===== src/rtl/io_sys_update_pkg.sv =====
// Shared constants for the IO-mapped remote-system-update controller:
// FSM state codes, register offsets, bus size encodings and status bit positions.
package io_sys_update_pkg;

   localparam logic [3:0] StIdle    = 4'd0;
   localparam logic [3:0] StBStIss  = 4'd1;
   localparam logic [3:0] StBStWait = 4'd2;
   localparam logic [3:0] StBStCapt = 4'd3;
   localparam logic [3:0] StBMode   = 4'd4;
   localparam logic [3:0] StBAdIss  = 4'd5;
   localparam logic [3:0] StBAdWait = 4'd6;
   localparam logic [3:0] StBAdCapt = 4'd7;
   localparam logic [3:0] StReady   = 4'd8;
   localparam logic [3:0] StHIss    = 4'd9;
   localparam logic [3:0] StHWait   = 4'd10;
   localparam logic [3:0] StHCapt   = 4'd11;

   localparam logic [2:0] COffCtrl  = 3'd0;
   localparam logic [2:0] COffOper  = 3'd1;
   localparam logic [2:0] COffParam = 3'd2;
   localparam logic [2:0] COffBoot  = 3'd4;

   // One-hot transfer sizes, bit order {Q,D,W,B}
   localparam logic [3:0] CSizeB = 4'b0001;
   localparam logic [3:0] CSizeW = 4'b0010;
   localparam logic [3:0] CSizeD = 4'b0100;
   localparam logic [3:0] CSizeQ = 4'b1000;

   localparam int CStBusy  = 0;
   localparam int CStReady = 1;
   localparam int CStTmo   = 2;
   localparam int CStOvr   = 3;

   typedef struct packed {
      logic ctrlWr;
      logic statRd;
      logic operWr;
      logic parWr;
      logic parRd;
      logic dataWr;
      logic dataRd;
      logic bootRd;
   } ioStrobe_t;

   function automatic logic isWaitState(input logic [3:0] st);
      return (st == StBStWait) || (st == StBAdWait) || (st == StHWait);
   endfunction

endpackage


===== src/rtl/io_sys_update_dec.sv =====
// Combinational IO window/size decoder: one strobe per supported register access,
// plus AddrAck for a supported hit and AddrErr for an in-window unsupported size.
module io_sys_update_dec
   import io_sys_update_pkg::*;
#(
   parameter logic [15:0] CAddrBase = 16'h0000
)(
   input  logic [15:0] AIoAddr,
   input  logic [3:0]  AIoWrSize,
   input  logic [3:0]  AIoRdSize,
   output ioStrobe_t   AStrobe,
   output logic        AIoAddrAck,
   output logic        AIoAddrErr
);

   logic [15:0] offs;
   logic        inWin;
   logic [2:0]  regOff;
   logic        wrB, wrD, rdB, rdD;
   logic        access;

   assign offs   = AIoAddr - CAddrBase;
   assign inWin  = (offs[15:3] == 13'd0);
   assign regOff = offs[2:0];

   assign wrB = (AIoWrSize == CSizeB);
   assign wrD = (AIoWrSize == CSizeD);
   assign rdB = (AIoRdSize == CSizeB);
   assign rdD = (AIoRdSize == CSizeD);

   // Only well-formed one-hot sizes count as an access; anything else is ignored
   assign access = (AIoWrSize inside {CSizeB, CSizeW, CSizeD, CSizeQ}) ||
                   (AIoRdSize inside {CSizeB, CSizeW, CSizeD, CSizeQ});

   always_comb begin
      AStrobe        = '0;
      AStrobe.ctrlWr = inWin && (regOff == COffCtrl)  && wrB;
      AStrobe.statRd = inWin && (regOff == COffCtrl)  && rdB;
      AStrobe.operWr = inWin && (regOff == COffOper)  && wrB;
      AStrobe.parWr  = inWin && (regOff == COffParam) && wrB;
      AStrobe.parRd  = inWin && (regOff == COffParam) && rdB;
      AStrobe.dataWr = inWin && (regOff == COffParam) && wrD;
      AStrobe.dataRd = inWin && (regOff == COffParam) && rdD;
      AStrobe.bootRd = inWin && (regOff == COffBoot)  && rdD;
   end

   assign AIoAddrAck = |AStrobe;
   assign AIoAddrErr = inWin && access && !AIoAddrAck;

endmodule


===== src/rtl/io_sys_update_gen.sv =====
// Remote-system-update controller: boot sequence (state, mode, boot address) then host
// parameter access with busy/timeout handling. Watchdog kick built only with IO_SYS_UPDATE_WDT_EN.
module io_sys_update_gen
   import io_sys_update_pkg::*;
#(
   parameter logic [15:0] CAddrBase  = 16'h0000,
   parameter int          CDataW     = 32,
   parameter int          CTmoW      = 12,
   parameter logic [2:0]  CAddrParam = 3'h4,
   parameter int          CWdtW      = 8
)(
   input  logic              AClkH,
   input  logic              AResetH,
   input  logic              AClkHEn,
   input  logic [15:0]       AIoAddr,
   input  logic [63:0]       AIoMosi,
   output logic [63:0]       AIoMiso,
   input  logic [3:0]        AIoWrSize,
   input  logic [3:0]        AIoRdSize,
   output logic              AIoAddrAck,
   output logic              AIoAddrErr,
   output logic              AIoBusy,
   output logic [2:0]        ARsuParam,
   output logic [1:0]        ARsuSrc,
   output logic              ARsuRdParam,
   output logic              ARsuWrParam,
   output logic [CDataW-1:0] ARsuDataO,
   input  logic [CDataW-1:0] ARsuDataI,
   input  logic              ARsuBusy,
   output logic              ARsuReconfig,
   output logic              ARsuResetTimer,
   output logic              ARsuReady,
   output logic [31:0]       ARsuBootAddr,
   output logic [1:0]        ARsuMode,
   output logic [7:0]        ATest
);

   ioStrobe_t strobe;

   logic [3:0]        stateReg, stateNext;
   logic              readyReg, ovrErrReg, tmoErrReg, reconfigReg;
   logic [1:0]        modeReg;
   logic [CDataW-3:0] bootAddrReg;
   logic [CDataW-1:0] dataIReg, dataOReg, snapData;
   logic [2:0]        paramReg, snapParam;
   logic [1:0]        srcReg, snapSrc;
   logic              snapRd, snapWr;
   logic [CTmoW-1:0]  tmoCnt;
   logic              tmoFlag;

   logic              busyFlag, tmoFull, waitDone, tmoSet;
   logic              operBusy, operAccept;
   logic [7:0]        statusVec;
   logic              unusedBits;

   io_sys_update_dec #(
      .CAddrBase (CAddrBase)
   ) uDec (
      .AIoAddr    (AIoAddr),
      .AIoWrSize  (AIoWrSize),
      .AIoRdSize  (AIoRdSize),
      .AStrobe    (strobe),
      .AIoAddrAck (AIoAddrAck),
      .AIoAddrErr (AIoAddrErr)
   );

   assign busyFlag = (stateReg != StIdle);
   assign tmoFull  = &tmoCnt;
   // Count 0 is the first wait cycle, so requiring a nonzero count enforces two cycles minimum
   assign waitDone = (tmoCnt != '0) && !ARsuBusy;
   assign tmoSet   = isWaitState(stateReg) && tmoFull && !waitDone;

   assign operBusy   = strobe.operWr && (busyFlag || !readyReg);
   assign operAccept = strobe.operWr && !operBusy && (AIoMosi[0] || AIoMosi[1]);
   assign AIoBusy    = operBusy && !AResetH;

   always_comb begin
      stateNext = stateReg;
      case (stateReg)
         StIdle: begin
            if (!readyReg)       stateNext = StBStIss;
            else if (operAccept) stateNext = StHIss;
         end
         StBStIss:  stateNext = StBStWait;
         StBStWait: if (waitDone || tmoFull) stateNext = StBStCapt;
         StBStCapt: stateNext = StBMode;
         StBMode:   stateNext = StBAdIss;
         StBAdIss:  stateNext = StBAdWait;
         StBAdWait: if (waitDone || tmoFull) stateNext = StBAdCapt;
         StBAdCapt: stateNext = StReady;
         StReady:   stateNext = StIdle;
         StHIss:    stateNext = StHWait;
         StHWait: begin
            if (waitDone)     stateNext = StHCapt;
            else if (tmoFull) stateNext = StIdle;
         end
         StHCapt:   stateNext = StIdle;
         default:   stateNext = StIdle;
      endcase
   end

   always_ff @(posedge AClkH) begin
      if (AResetH) begin
         stateReg    <= StIdle;
         readyReg    <= 1'b0;
         ovrErrReg   <= 1'b0;
         tmoErrReg   <= 1'b0;
         reconfigReg <= 1'b0;
         modeReg     <= '0;
         bootAddrReg <= '0;
         dataIReg    <= '0;
         dataOReg    <= '0;
         snapData    <= '0;
         paramReg    <= '0;
         snapParam   <= '0;
         srcReg      <= '0;
         snapSrc     <= '0;
         snapRd      <= 1'b0;
         snapWr      <= 1'b0;
         tmoCnt      <= '0;
         tmoFlag     <= 1'b0;
      end else if (AClkHEn) begin
         stateReg <= stateNext;

         if (strobe.ctrlWr) reconfigReg <= AIoMosi[0];
         if (strobe.parWr) begin
            paramReg <= AIoMosi[2:0];
            srcReg   <= AIoMosi[5:4];
         end
         if (strobe.dataWr) dataOReg <= AIoMosi[CDataW-1:0];

         // Freeze the operands so later register writes cannot disturb the access in flight
         if (operAccept) begin
            snapParam <= paramReg;
            snapSrc   <= srcReg;
            snapData  <= dataOReg;
            snapRd    <= AIoMosi[0];
            snapWr    <= AIoMosi[1];
         end

         if (operBusy)           ovrErrReg <= 1'b1;
         else if (strobe.statRd) ovrErrReg <= 1'b0;
         if (tmoSet)             tmoErrReg <= 1'b1;
         else if (strobe.statRd) tmoErrReg <= 1'b0;

         case (stateReg)
            StBStIss, StBAdIss, StHIss: begin
               tmoCnt  <= '0;
               tmoFlag <= 1'b0;
            end
            StBStWait, StBAdWait, StHWait: begin
               tmoCnt <= tmoCnt + CTmoW'(1);
               if (tmoSet) tmoFlag <= 1'b1;
            end
            StBStCapt: modeReg     <= tmoFlag ? 2'b00 : ARsuDataI[1:0];
            StBAdCapt: bootAddrReg <= tmoFlag ? '0 : ARsuDataI[CDataW-1:2];
            StReady:   readyReg    <= 1'b1;
            StHCapt:   if (snapRd) dataIReg <= ARsuDataI;
            default: ;
         endcase
      end
   end

`ifdef IO_SYS_UPDATE_WDT_EN
   logic             wdtEnReg;
   logic [CWdtW-1:0] wdtCnt;

   always_ff @(posedge AClkH) begin
      if (AResetH) begin
         wdtEnReg <= 1'b0;
         wdtCnt   <= '0;
      end else if (AClkHEn) begin
         if (strobe.ctrlWr) wdtEnReg <= AIoMosi[1];
         if (strobe.ctrlWr && AIoMosi[1]) wdtCnt <= '0;
         else if (wdtEnReg)               wdtCnt <= wdtCnt + CWdtW'(1);
         else                             wdtCnt <= '0;
      end
   end

   assign ARsuResetTimer = wdtCnt[CWdtW-1];
`else
   assign ARsuResetTimer = 1'b0;
`endif

   always_comb begin
      ARsuParam = paramReg;
      ARsuSrc   = srcReg;
      ARsuDataO = dataOReg;
      case (stateReg)
         StBStIss, StBStWait, StBStCapt: begin
            ARsuParam = 3'd0;
            ARsuSrc   = 2'd0;
         end
         StBAdIss, StBAdWait, StBAdCapt: begin
            ARsuParam = CAddrParam;
            ARsuSrc   = (modeReg == 2'd0) ? 2'd0 : 2'd2;
         end
         StHIss, StHWait, StHCapt: begin
            ARsuParam = snapParam;
            ARsuSrc   = snapSrc;
            ARsuDataO = snapData;
         end
         default: ;
      endcase
   end

   assign ARsuRdParam = (stateReg == StBStIss) || (stateReg == StBAdIss) ||
                        ((stateReg == StHIss) && snapRd);
   assign ARsuWrParam = (stateReg == StHIss) && snapWr;

   assign ARsuReady    = readyReg;
   assign ARsuMode     = modeReg;
   assign ARsuReconfig = reconfigReg;
   assign ARsuBootAddr = {{(34-CDataW){1'b0}}, bootAddrReg};
   assign ATest        = {ARsuRdParam, ARsuBusy, ARsuSrc, readyReg, ARsuParam};

   always_comb begin
      statusVec          = '0;
      statusVec[CStBusy] = busyFlag;
      statusVec[CStReady]= readyReg;
      statusVec[CStTmo]  = tmoErrReg;
      statusVec[CStOvr]  = ovrErrReg;
      AIoMiso = '0;
      if (strobe.statRd)      AIoMiso = {56'd0, statusVec};
      else if (strobe.parRd)  AIoMiso = {56'd0, 2'b00, srcReg, 1'b0, paramReg};
      else if (strobe.dataRd) AIoMiso = 64'(dataIReg);
      else if (strobe.bootRd) AIoMiso = {32'd0, ARsuBootAddr};
   end

   assign unusedBits = ^{AIoMosi[63:CDataW], (CWdtW == 0)};

endmodule


===== config.mk =====
export PLATFORM = sky130hd
export DESIGN_NAME = io_sys_update_gen
export DESIGN_NICKNAME = d
export VERILOG_FILES = /design/src/rtl/io_sys_update_pkg.sv /design/src/rtl/io_sys_update_dec.sv /design/src/rtl/io_sys_update_gen.sv
export SDC_FILE = /design/constraint.sdc
export NUM_CORES = 1
export LEC_CHECK = 0
export ABC_AREA = 1
export CAP_MARGIN = 10
export CORE_ASPECT_RATIO = 1.5
export CORE_MARGIN = 2
export CORE_UTILIZATION = 30
export CTS_CLUSTER_DIAMETER = 30
export DETAILED_ROUTE_END_ITERATION = 12
export HOLD_SLACK_MARGIN = 0.05
export PLACE_DENSITY = 0.63
export SLEW_MARGIN = 0
export SYNTH_ARGS = -nofsm -noshare
export SYNTH_HDL_FRONTEND = slang
export SYNTH_SLANG_ARGS = --single-unit

===== constraint.sdc =====
create_clock -name AClkH -period 1.78 [get_ports AClkH]
set_input_delay 0.178 -clock AClkH [delete_from_list [all_inputs] [get_ports AClkH]]
set_output_delay 0.178 -clock AClkH [all_outputs]
set_load 0.02 [all_outputs]

# == Word-level counts from Yosys, hierarchy flattened ==
# Cells that the tools add are included.
# W data, S select, Z words.
# word_totals
in_bits,124
ram_bits,0
romBits,0
latchBits,0
elab_cells,137
memories,0
regBits,161
output_inout_bits,151
# op_classes
div_mod_pow,0
multipliers,0
magnitude_cmp,0
n_eq_ne,27
shift,0
n_mux,23
addsub,1
n_bitwise,0
reduce_logical,68
# op_table
op,n
$mux W32,4
$mux W30,2
$pmux W4 S10,1
$eq A4 B3 Y1 const B,6
$eq A4 B4 Y1 const B,6
$mux W4,6
$pmux W12 S2,1
$logic_and A1 B1 Y1,23
$reduce_and A2 Y1,10
$eq A4 B2 Y1 const B,4
$reduce_or A3 Y1,5
$logic_not A13 Y1,1
$add A12 B1 Y12 const B,1
$eq A4 B1 Y1 const B,3
$reduce_and A12 Y1,1
$reduce_bool A12 Y1,1
$reduce_bool A4 Y1,3
$pmux W3 S3,1
$logic_or A1 B1 Y1,8
$reduce_or A8 Y1,1
$logic_not A1 Y1,6
$ne A3 B3 Y1 const B,2
$pmux W2 S3,1
$reduce_and A3 Y1,2
other kinds (13),20

# == Logic depth before layout (Yosys ltp) ==
# Gate-level depths: netlist (run 1).
# logic_depth
ltp_word,10
depth_mapped,11
mapped_depth_nobuf,11

# == Cells and area by module ==
# Synthesis (run 1) repeated with hierarchy kept, for this count alone.
# unflattened
cells_unflattened,1069
hier_area_um2,7852.5
# by_module_without_submodules
module,area_per_inst_um2,seq_area_each_um2,instances,cells_each
io_sys_update_gen,7504.7,3223.1,1,1002
io_sys_update_dec,347.8,0.0,1,67

# == Worst setup path after synthesis (run 1) ==
# Ideal clock, no wire load.
# synth_timing
path_type,input-to-output
from,input port AIoAddr[4]
to,output port AIoMiso[29]
setup_slack_ps,42
t_arrival_ps,1560
stages,9
t_required_ps,1602
n_path_buf,1
cell_sequence,or2_1 nor2_4 nand2_4 inv_2 nand3_2 inv_2 buf_4 nand2_1 a21oi_1
# synth_between
elab_chain_len,7
word_cells_on_any_way,12
classes_between,4 x mux; 8 x reduce/logical
# synth_lines
element,line,rtl
start: declaration,io_sys_update_gen.sv:15,"input logic [15:0] AIoAddr,"
$logic_not A13 Y1 (*),io_sys_update_dec.sv:23,assign inWin = (offs[15:3] == 13'd0);
$logic_and A1 B1 Y1 (2 in series),io_sys_update_dec.sv:44,AStrobe.bootRd = inWin && (regOff == COffBoot) && rdD;
$mux W30,io_sys_update_gen.sv:227,"else if (strobe.bootRd) AIoMiso = {32'd0, ARsuBootAddr};"
$mux W32,io_sys_update_gen.sv:226,else if (strobe.dataRd) AIoMiso = 64'(dataIReg);
$mux W32,io_sys_update_gen.sv:225,"else if (strobe.parRd) AIoMiso = {56'd0, 2'b00, srcReg, 1'b0, paramReg};"
$mux W32 (*),io_sys_update_gen.sv:224,"if (strobe.statRd) AIoMiso = {56'd0, statusVec};"
end: declaration,io_sys_update_gen.sv:17,"output logic [63:0] AIoMiso,"
# Mark *: on every way between the ends. The rest lies on a longest branch, timed or not.

# == Final worst setup path (run 1) ==
# layout_timing
from,input port AIoAddr[4]
to,output port AIoMiso[18]
# The elaborated chain is that of the path after synthesis.

==> metrics.yaml, run 1 <==
grt-ovfl-total: 0
yosysWarnings: 0
hold_viol: 0
gp_congestion: 0.8098
tritoncts: "done"
ys.flop_type: "dfxtp_1"
syn-cell-area_sq_mm: 0.007656
die_area_sq_mm: 0.02684
clk_latency_ns: 0.44
dp_hpwl_um: 17800
synthDistinctLibCells: 38
synthArstFlopShare_pct: 0
max_freq_mhz: 530.6
ctsHoldBuffers: 0
drc: 0
grt_pass1_wl_um: 43060
ir_drop_mv: 0.6909
yosysSeqAreaShare_pct: 42.10
avgViaCountPerCell: 4.867
cts_num_sinks: 161
syn_inst: 1089
yosys.area_share.simple_pct: 22.70
totalWireLength_um: 27910
syn_to_final_growth_pct: 67.69
num_io_pins: 275
ys_ff_latch: 161
required_ns: 1.60
num-fill-cells: 2358
cts_buffers: 17
crit_end: "AIoMiso[18]"
timing.rr.end: "snapData[23]"
synth_top_family_by_area: "simple AND/OR/NAND/NOR gates"
clk_pin_slew_ns: 0.07
core_area_sq_mm: 0.02505
final_util_pct: 51.25
regArea_sq_mm: 0.003231
endpoint_kind: "output pin"
synthMuxAreaShare_pct: 0
fin_tns_setup_ns: -3.142
final_antenna_net_count: 0
cap_viol_max_count: 0
drive_above_1_share_pct: 32.38
outcome: "finished, violations left"
rsz0062_at_grt: "yes"
grt_pass1_vias: 8280
yosys.area_share.adder_pct: 0.3269
cp_data_arrival_time_ns: 1.71
critPathBufInv: 6
reg2reg_slack_ns: 0.03
crit_type: "in2out"
critPathLaunchType: "primary input"
worst_slack_ns: -0.1046
cp_common_cell: "buf_6"
power.leakage_nw: 5.168
violations: "setup timing"
grt_max_degree: 54
grt.total_usage_pct: 20.50
fp.dieW_um: 134.4
crit_start: "AIoAddr[4]"
fin_crit_sh_pct: 105.9
synth_xor_area_share_pct: 0.1144
dp_slack_ns: -0.8050
io_buffers: 207
clk_path_buf_depth: 2
crit_fanout: 6
critPathTopFamily: "simple AND/OR/NAND/NOR gates"
drt_iter0_drc: 371
cts-htree-levels: 4
setup_viol: 53
min_path_type: "in2reg"
start_util_pct: 30.56
vias: 8381
slew_viol_final: 0
cts-root-buf: "clkbuf_16"
rows: 71
worst_hold_startpoint: "AResetH"
crit_slowest_cell: "or2_4"
crit_chain: "buf_6 > or2_4 > nor2_4 > buf_6 > nand4_1 > nand2_2 > inv_4 > buf_12 > buf_16 > o21ai_2 > nor2_1 > buf_4"
synth_edf_count: 0
die_h_um: 199.7
powerDensity_mw_per_mm2: 676.0
fin_nets: 1506
grt_antenna_before_repair: 1
fin_worst_skew_ns: 0.006780
cpPeakStageDelay_ns: 0.24
synth_compound_area_share_pct: 21.75
whs_ns: 0.1478
cp.depth: 12
worstRegToRegCells: 10
dr.pass1.iters: 5
period_needed_ns: 1.885
multi_input_comb_area_sq_mm: 0.004546
synth_area_per_cell_sq_um: 7.030
timing.rr.start: "stateReg[2]"
wl_per_cell_um: 16.21
power_mw: 8.678
[synth_stat cells (all sizes together), types with 9 or more instances]
cell	n	share of area, %
dfxtp	161	42
nand3	33	2.4
clkbuf	40	2.0
a211oi	17	1.7
o21ai	145	9.5
inv	95	4.7
buf	67	6.2
nor3	9	0.74
a21oi	150	9.9
nand4	35	2.9
nor2	205	10
nand2	112	5.7
[cells by family after synthesis]
group,Yosys count
other,1
xor gates and xnor gates,1
DFF,161
adders and majority gates,2
and+or+nand+nor,401
AOI/OAI and AO/OA,319
buffers and inverters,204
[tightest hold or removal path: cells and delay by family]
family	cells	cell delay, ns
and+or+nand+nor	2	0.10
buffers and inverters	1	0.17
AOI/OAI and AO/OA	1	0.09
[per-layer routing]
layer / share of wire, % / vias up / global-route usage (%) / wire length, um
li1: - / 4135 / - / -
met1: 38 / 3897 / 22.00 / 10560
met2: 53 / 291 / 38.32 / 14780
met3: 5.8 / 58 / 4.236 / 1627
met4: 3.4 / 0 / 9.123 / 944
met5: 0 / - / 0 / 0
[where the power goes]
part,internal [mW],switching [mW]
Clock,1.97,1.68
Sequential,3.62,0.0201
Combinational,0.656,0.723
Total,6.26,2.42
[worst min path at each step]
stage	to	slack [ns]	cells after the start
global placement	dataIReg[31]	0.44	2
global route	tmoCnt[5]	0.17	4
floorplan	dataOReg[0]	0.32	2
CTS	tmoCnt[5]	0.15	4
finish	tmoCnt[5]	0.15	4
detailed placement	tmoFlag	0.45	2
[cells in the final DEF (no fill, tap or decap), types with 11 or more instances in the layout]
master	instances
a21oi_4	13
clkbuf_16	19
nor2_1	154
buf_12	20
o21ai_1	21
nand2_4	11
nand3_1	20
o21ai_4	18
nand2_1	83
a21oi_2	17
o21ai_2	18
nand4_1	35
nand3_2	11
nor2_2	20
nand2_2	16
conb_1	35
buf_4	97
dfxtp_1	157
a211oi_1	17
buf_6	83
o21ai_0	88
buf_16	12
buf_2	14
a21oi_1	120
nor2_4	30
clkdlybuf4s50_1	105
inv_1	78
[per-stage QoR]
step,area (sq um),std cells
after floorplan,7784,1123
after global routing,12840,1722
after detailed placement,10500,1646
after CTS,12240,1713
after global placement,10500,1646
final,12840,1722
[repair_timing]
action	CTS	global route
setup endpoints to repair	107	121
setup buffers	24	11
gates resized for setup	691	148
pin swaps	64	50
cloned	14	2
[final cells by class]
class | count | area share (%)
clock buffer | 18 | 3.343
antenna | 1 | 0.01949
clock inverter | 14 | 1.150
multi-input combinational | 758 | 35.41
timing repair buffer | 345 | 28.70
tap | 328 | 3.197
sequential | 161 | 25.16
inverter | 97 | 3.021
[registers in the layout (all words and copies together), names as in the netlist]
| register | flops |
|---|---|
| dataIReg | 32 |
| dataOReg | 32 |
| snapData | 32 |
| bootAddrReg | 30 |
| tmoCnt | 12 |
| stateReg | 4 |
| paramReg | 3 |
| snapParam | 3 |
| ARsuMode | 2 |
| snapSrc | 2 |
| srcReg | 2 |
| ARsuReady | 1 |
| ARsuReconfig | 1 |
| ovrErrReg | 1 |
| snapRd | 1 |
| snapWr | 1 |
| tmoErrReg | 1 |
| tmoFlag | 1 |
No activity file was read; power rests on OpenSTA's default activity.
==> run 2, diff against run 1 <==
--- a/config.mk
+++ b/config.mk
@@ -14,6 +14,7 @@
 export DETAILED_ROUTE_END_ITERATION = 12
 export HOLD_SLACK_MARGIN = 0.05
 export PLACE_DENSITY = 0.63
+export RECOVER_POWER = 50
 export SLEW_MARGIN = 0
 export SYNTH_ARGS = -nofsm -noshare
 export SYNTH_HDL_FRONTEND = slang
==> metrics.yaml, run 2 (synthesized netlist as in run 1, its figures left out) <==
clk_pin_slew_ns: 0.07
rows: 71
syn_to_final_growth_pct: 67.15
required_ns: 1.60
max_freq_mhz: 531.8
reg_top3: "dataIReg x32, dataOReg x32, snapData x32"
crit_slowest_cell: "or2_4"
avgViaCountPerCell: 4.884
grt_pass1_wl_um: 43060
min_path_cells: 4
grt_max_degree: 54
timing.rr.start: "stateReg[2]"
fin_worst_skew_ns: 0.006672
critPathBufInv: 6
worst_pin_slew_ns: 0.5780
cts_num_sinks: 161
cts_buffers: 17
cap_viol_max_count: 0
worstRegToRegCells: 10
min_path_type: "in2reg"
ir_drop_mv: 0.6912
critPathLaunchType: "primary input"
start_util_pct: 30.56
grt-ovfl-total: 0
powerDensity_mw_per_mm2: 678.0
dp_hpwl_um: 17800
timing.rr.end: "snapData[23]"
clk_path_buf_depth: 2
drt_iter0_drc: 363
relSlewSlack_pct: 61.47
dr.pass1.iters: 5
rsz0062_at_grt: "yes"
fp.dieW_um: 134.4
tritoncts: "done"
die_h_um: 199.7
endpoint_kind: "output pin"
grt_pass1_vias: 8280
wl_per_cell_um: 16.22
power.leakage_nw: 5.155
setup_viol: 54
slew_viol_final: 0
drive_above_1_share_pct: 32.02
crit_type: "in2out"
cts-root-buf: "clkbuf_16"
worst_hold_startpoint: "AResetH"
stdcell_count: 1722
dpl_cell_area_sq_mm: 0.01050
violations: "setup timing"
ctsHoldBuffers: 0
critPathTopFamily: "simple AND/OR/NAND/NOR gates"
power_mw: 8.676
vias: 8411
num_io_pins: 275
core_area_sq_mm: 0.02505
outcome: "finished, violations left"
cp_data_arrival_time_ns: 1.70
die_area_sq_mm: 0.02684
cp_common_cell: "buf_6"
drc: 0
dp_slack_ns: -0.8050
crit_chain: "buf_6 > or2_4 > nor2_4 > buf_6 > nand4_1 > nand2_2 > inv_4 > buf_12 > buf_12 > o21ai_4 > nor2_4 > buf_6"
grt.total_usage_pct: 20.50
period_needed_ns: 1.880
hold_viol: 0
io_buffers: 207
gp_congestion: 0.8098
cts-htree-levels: 4
place_inst: 1646
cpPeakStageDelay_ns: 0.24
worst_slack_ns: -0.1005
fin_area_sq_mm: 0.01280
fin_nets: 1506
final_antenna_net_count: 0
grt_antenna_before_repair: 1
clk_latency_ns: 0.44
crit_fanout: 6
holdPathEnd: "tmoCnt[5]"
fin_crit_sh_pct: 105.6
final_common_cell: "dfxtp_1"
totalWireLength_um: 27930
mostFrequentLayoutCells: "dfxtp_1, nor2_1, a21oi_1"
reg2reg_slack_ns: 0
==> run 2: cell count changes in the layout (fill, tap and decap cells not counted), sizes merged <==
cell	delta
clkdlybuf4s50	-1
buf	-2
clkbuf	+2
dlygate4sd3	+1
==> run 2: area by class of cell <==
type,count,area [sq um]
multi-input cells,758,4533
clock inverters,14,147.6
diodes,1,2.502
inverters,97,387.9
repair buffers,345,3656
fillers,2365,12250
flip-flops and latches,161,3231
clock buffers,18,429.2
well taps,328,410.4
==> run 2: metal layers <==
layer | vias up | track usage (%) | wire length, um
met5 | - | 0 | 0
met4 | 0 | 9.123 | 947
met3 | 57 | 4.236 | 1609
met2 | 285 | 38.32 | 14780
met1 | 3935 | 22.00 | 10590
li1 | 4134 | - | -
==> run 2: through the flow <==
step	utilization (%)	hold slack [ns]	TNS, ns
after floorplan	-	0.3237	0
after global placement	41.93	0.4416	-48.45
after detailed placement	41.93	0.4505	-48.73
after CTS	48.85	0.1546	-3.872
after global routing	51.08	0.1722	-11.88
final	51.08	0.1466	-3.251
==> run 2: worst max path at each step <==
stage	from	endpoint	slack, ns	cells past startpoint
after floorplan	AIoAddr[4]	AIoMiso[29]	0.04	9
after global placement	AIoAddr[4]	AIoMiso[26]	-0.81	10
after detailed placement	AIoAddr[4]	AIoMiso[26]	-0.80	10
after CTS	stateReg[0]	ARsuParam[2]	-0.09	8
after global routing	AIoAddr[4]	AIoMiso[18]	-0.18	12
final	AIoAddr[4]	AIoMiso[26]	-0.10	12
==> run 2: timing repair <==
action / in CTS / in global routing
endpoints found under the setup margin: 107 / 121
gates resized for setup: 691 / 148
setup buffers: 24 / 11
cloned: 14 / 2
pin swaps: 64 / 50
==> run 2: power breakdown <==
group	switching [mW]	internal [mW]	total, mW
Combinational	0.720	0.655	1.38
Clock	1.68	1.97	3.66
Sequential	0.0199	3.62	3.64
==> run 2: worst register-to-register path, cell delays in order (launching register included) <==
cell	delay [ns]
dfxtp_4	0.36
buf_6	0.13
nor2_4	0.11
nand3_1	0.13
nor2_2	0.17
nand4_1	0.11
buf_6	0.15
clkinvlp_4	0.12
buf_12	0.17
o21ai_0	0.11
a21oi_1	0.14
==> run 3, diff against run 2 <==
--- a/config.mk
+++ b/config.mk
@@ -6,7 +6,7 @@
 export NUM_CORES = 1
 export LEC_CHECK = 0
 export ABC_AREA = 1
-export CAP_MARGIN = 10
+export CAP_MARGIN = 20
 export CORE_ASPECT_RATIO = 1.5
 export CORE_MARGIN = 2
 export CORE_UTILIZATION = 30
==> constraint.sdc (replaced) <==
create_clock -name AClkH -period 2 [get_ports AClkH]
set_input_delay 0.2 -clock AClkH [delete_from_list [all_inputs] [get_ports AClkH]]
set_output_delay 0.2 -clock AClkH [all_outputs]
set_load 0.02 [all_outputs]
==> metrics.yaml, run 3 (synthesized netlist as in run 1, its figures left out) <==
cts_buffers: 17
totalWireLength_um: 24900
hold_viol: 0
crit_fanout: 6
die_h_um: 199.7
grt_pass1_wl_um: 39850
drc: 0
stdcell_count: 1677
worst_pin_slew_ns: 0.7636
powerDensity_mw_per_mm2: 695.2
fin_worst_skew_ns: 0.007976
wl_per_cell_um: 14.85
cap_viol_max_count: 0
dpl_cell_area_sq_mm: 0.01033
min_path_type: "in2reg"
clk_path_buf_depth: 2
grt_max_degree: 59
syn_to_final_growth_pct: 44.22
rows: 71
gp_congestion: 0.8152
rsz0062_at_grt: "yes"
grt_pass1_vias: 7867
num-fill-cells: 2602
grt-ovfl-total: 0
clk_latency_ns: 0.43
start_util_pct: 30.56
fin_nets: 1462
num_io_pins: 275
critPathBufInv: 4
avgViaCountPerCell: 4.812
cp_data_arrival_time_ns: 1.70
fp.dieW_um: 134.4
cpPeakStageDelay_ns: 0.23
critPathLaunchType: "primary input"
die_area_sq_mm: 0.02684
timing.rr.start: "stateReg[0]"
fin_area_sq_mm: 0.01104
power.leakage_nw: 4.808
drt_iter0_drc: 481
outcome: "completed"
min_path_cells: 2
whs_ns: 0.09733
cts-htree-levels: 4
core_area_sq_mm: 0.02505
dr.pass1.iters: 5
max_freq_mhz: 526.7
setup_viol: 0
mostFrequentLayoutCells: "nor2_1, dfxtp_1, a21oi_1"
final_common_cell: "nor2_1"
grt_antenna_before_repair: 0
relSlewSlack_pct: 49.09
crit_start: "AIoAddr[3]"
crit_chain: "clkdlybuf4s15_1 > or2_1 > nor2_4 > nand2_4 > buf_6 > nor2_8 > buf_6 > nand3_2 > nand3_2 > nor2_4 > nor2_4 > buf_6"
dp_hpwl_um: 17510
power_mw: 7.676
worst_hold_startpoint: "AResetH"
clk_pin_slew_ns: 0.07
worstRegToRegCells: 9
endpoint_kind: "output pin"
num_antenna_cells: 0
reg2reg_slack_ns: 0.13
cts-root-buf: "clkbuf_16"
period_needed_ns: 1.899
drive_above_1_share_pct: 19.05
io_buffers: 207
holdPathEnd: "tmoErrReg"
place_inst: 1626
critPathTopFamily: "simple AND/OR/NAND/NOR gates"
reg_top3: "dataIReg x32, dataOReg x32, snapData x32"
vias: 8069
final_antenna_net_count: 0
crit_slowest_cell: "or2_1"
ir_drop_mv: 0.6035
crit_type: "in2out"
required_ns: 1.80
fin_tns_setup_ns: 0
fin_crit_sh_pct: 94.93
timing.rr.end: "snapData[10]"
slew_viol_final: 0
tritoncts: "done"
grt.total_usage_pct: 18.64
cts_num_sinks: 161
## run 3: changes by cell type in the layout (fill, tap and decap cells not counted), moves of 14 or more
cell,previous run,this run
nor2_4,30,8
o21ai_0,88,124
o21ai_4,18,0
a21oi_1,120,147
nand2_1,83,101
clkdlybuf4s50_1,104,70
o21ai_2,18,4
a21oi_2,17,3
buf_4,97,69
buf_6,83,11
dlygate4sd3_1,1,36
buf_2,14,55
nor2_1,155,189
## run 3: metal layers
| layer | GRT usage (%) | vias to the layer above | part of all wire [%] |
|---|---|---|---|
| met5 | 0 | - | 0 |
| met4 | 7.446 | 0 | 2.9 |
| met3 | 3.983 | 55 | 5.7 |
| met2 | 34.15 | 271 | 51 |
| met1 | 20.85 | 3704 | 41 |
| li1 | - | 4039 | - |
## run 3: worst max-delay path by stage
stage                         end  depth (start not counted)
floorplan             AIoMiso[29]                          9
global route             ATest[1]                          7
detailed placement    AIoMiso[26]                         10
finish                 AIoMiso[1]                         12
CTS                 ARsuDataO[10]                          6
global placement      AIoMiso[26]                         10
## run 3: final cells by class
type	instances	area (sq um)	area share, %
Sequential cell	161	3224	29.20
Timing Repair Buffer	301	2655	24.05
Tap cell	328	410.4	3.717
Multi-Input combinational cell	758	3735	33.82
Inverter	97	375.4	3.399
Clock buffer	19	442.9	4.011
Clock inverter	13	198.9	1.802
## run 3: per-stage QoR
stage	util, %	worst slack, ns
3_3_place_gp	41.23	-0.6421
6_report	44.08	0.1013
2_1_floorplan	-	0.2182
5_1_grt	44.08	-0.006916
4_1_cts	44.29	0.002536
3_5_place_dp	41.23	-0.6340
## run 3: power breakdown
| part | switching, mW | internal, mW | total (mW) |
|---|---|---|---|
| clock | 1.41 | 2.15 | 3.56 |
| sequential | 0.0141 | 3.23 | 3.24 |
| combinational | 0.506 | 0.367 | 0.873 |
| total | 1.93 | 5.75 | 7.68 |
## run 3: worst reg2reg max path, stage by stage (launching register included)
cell and delay (ns):
dfxtp_1 0.32, buf_4 0.14, nor2_1 0.19, nand3_1 0.12
nor2_1 0.15, nand4_1 0.20, inv_1 0.16, buf_12 0.23
o21ai_0 0.16, a21oi_1 0.13
## run 3: what timing repair did
item | 4_1_cts | 5_1_grt
setup endpoints to repair | 79 | 73
hold buffers | 0 | 0
cloned | 4 | 0
pin swaps | 36 | 19
gates resized for setup | 387 | 42
buffers inserted | 13 | 2
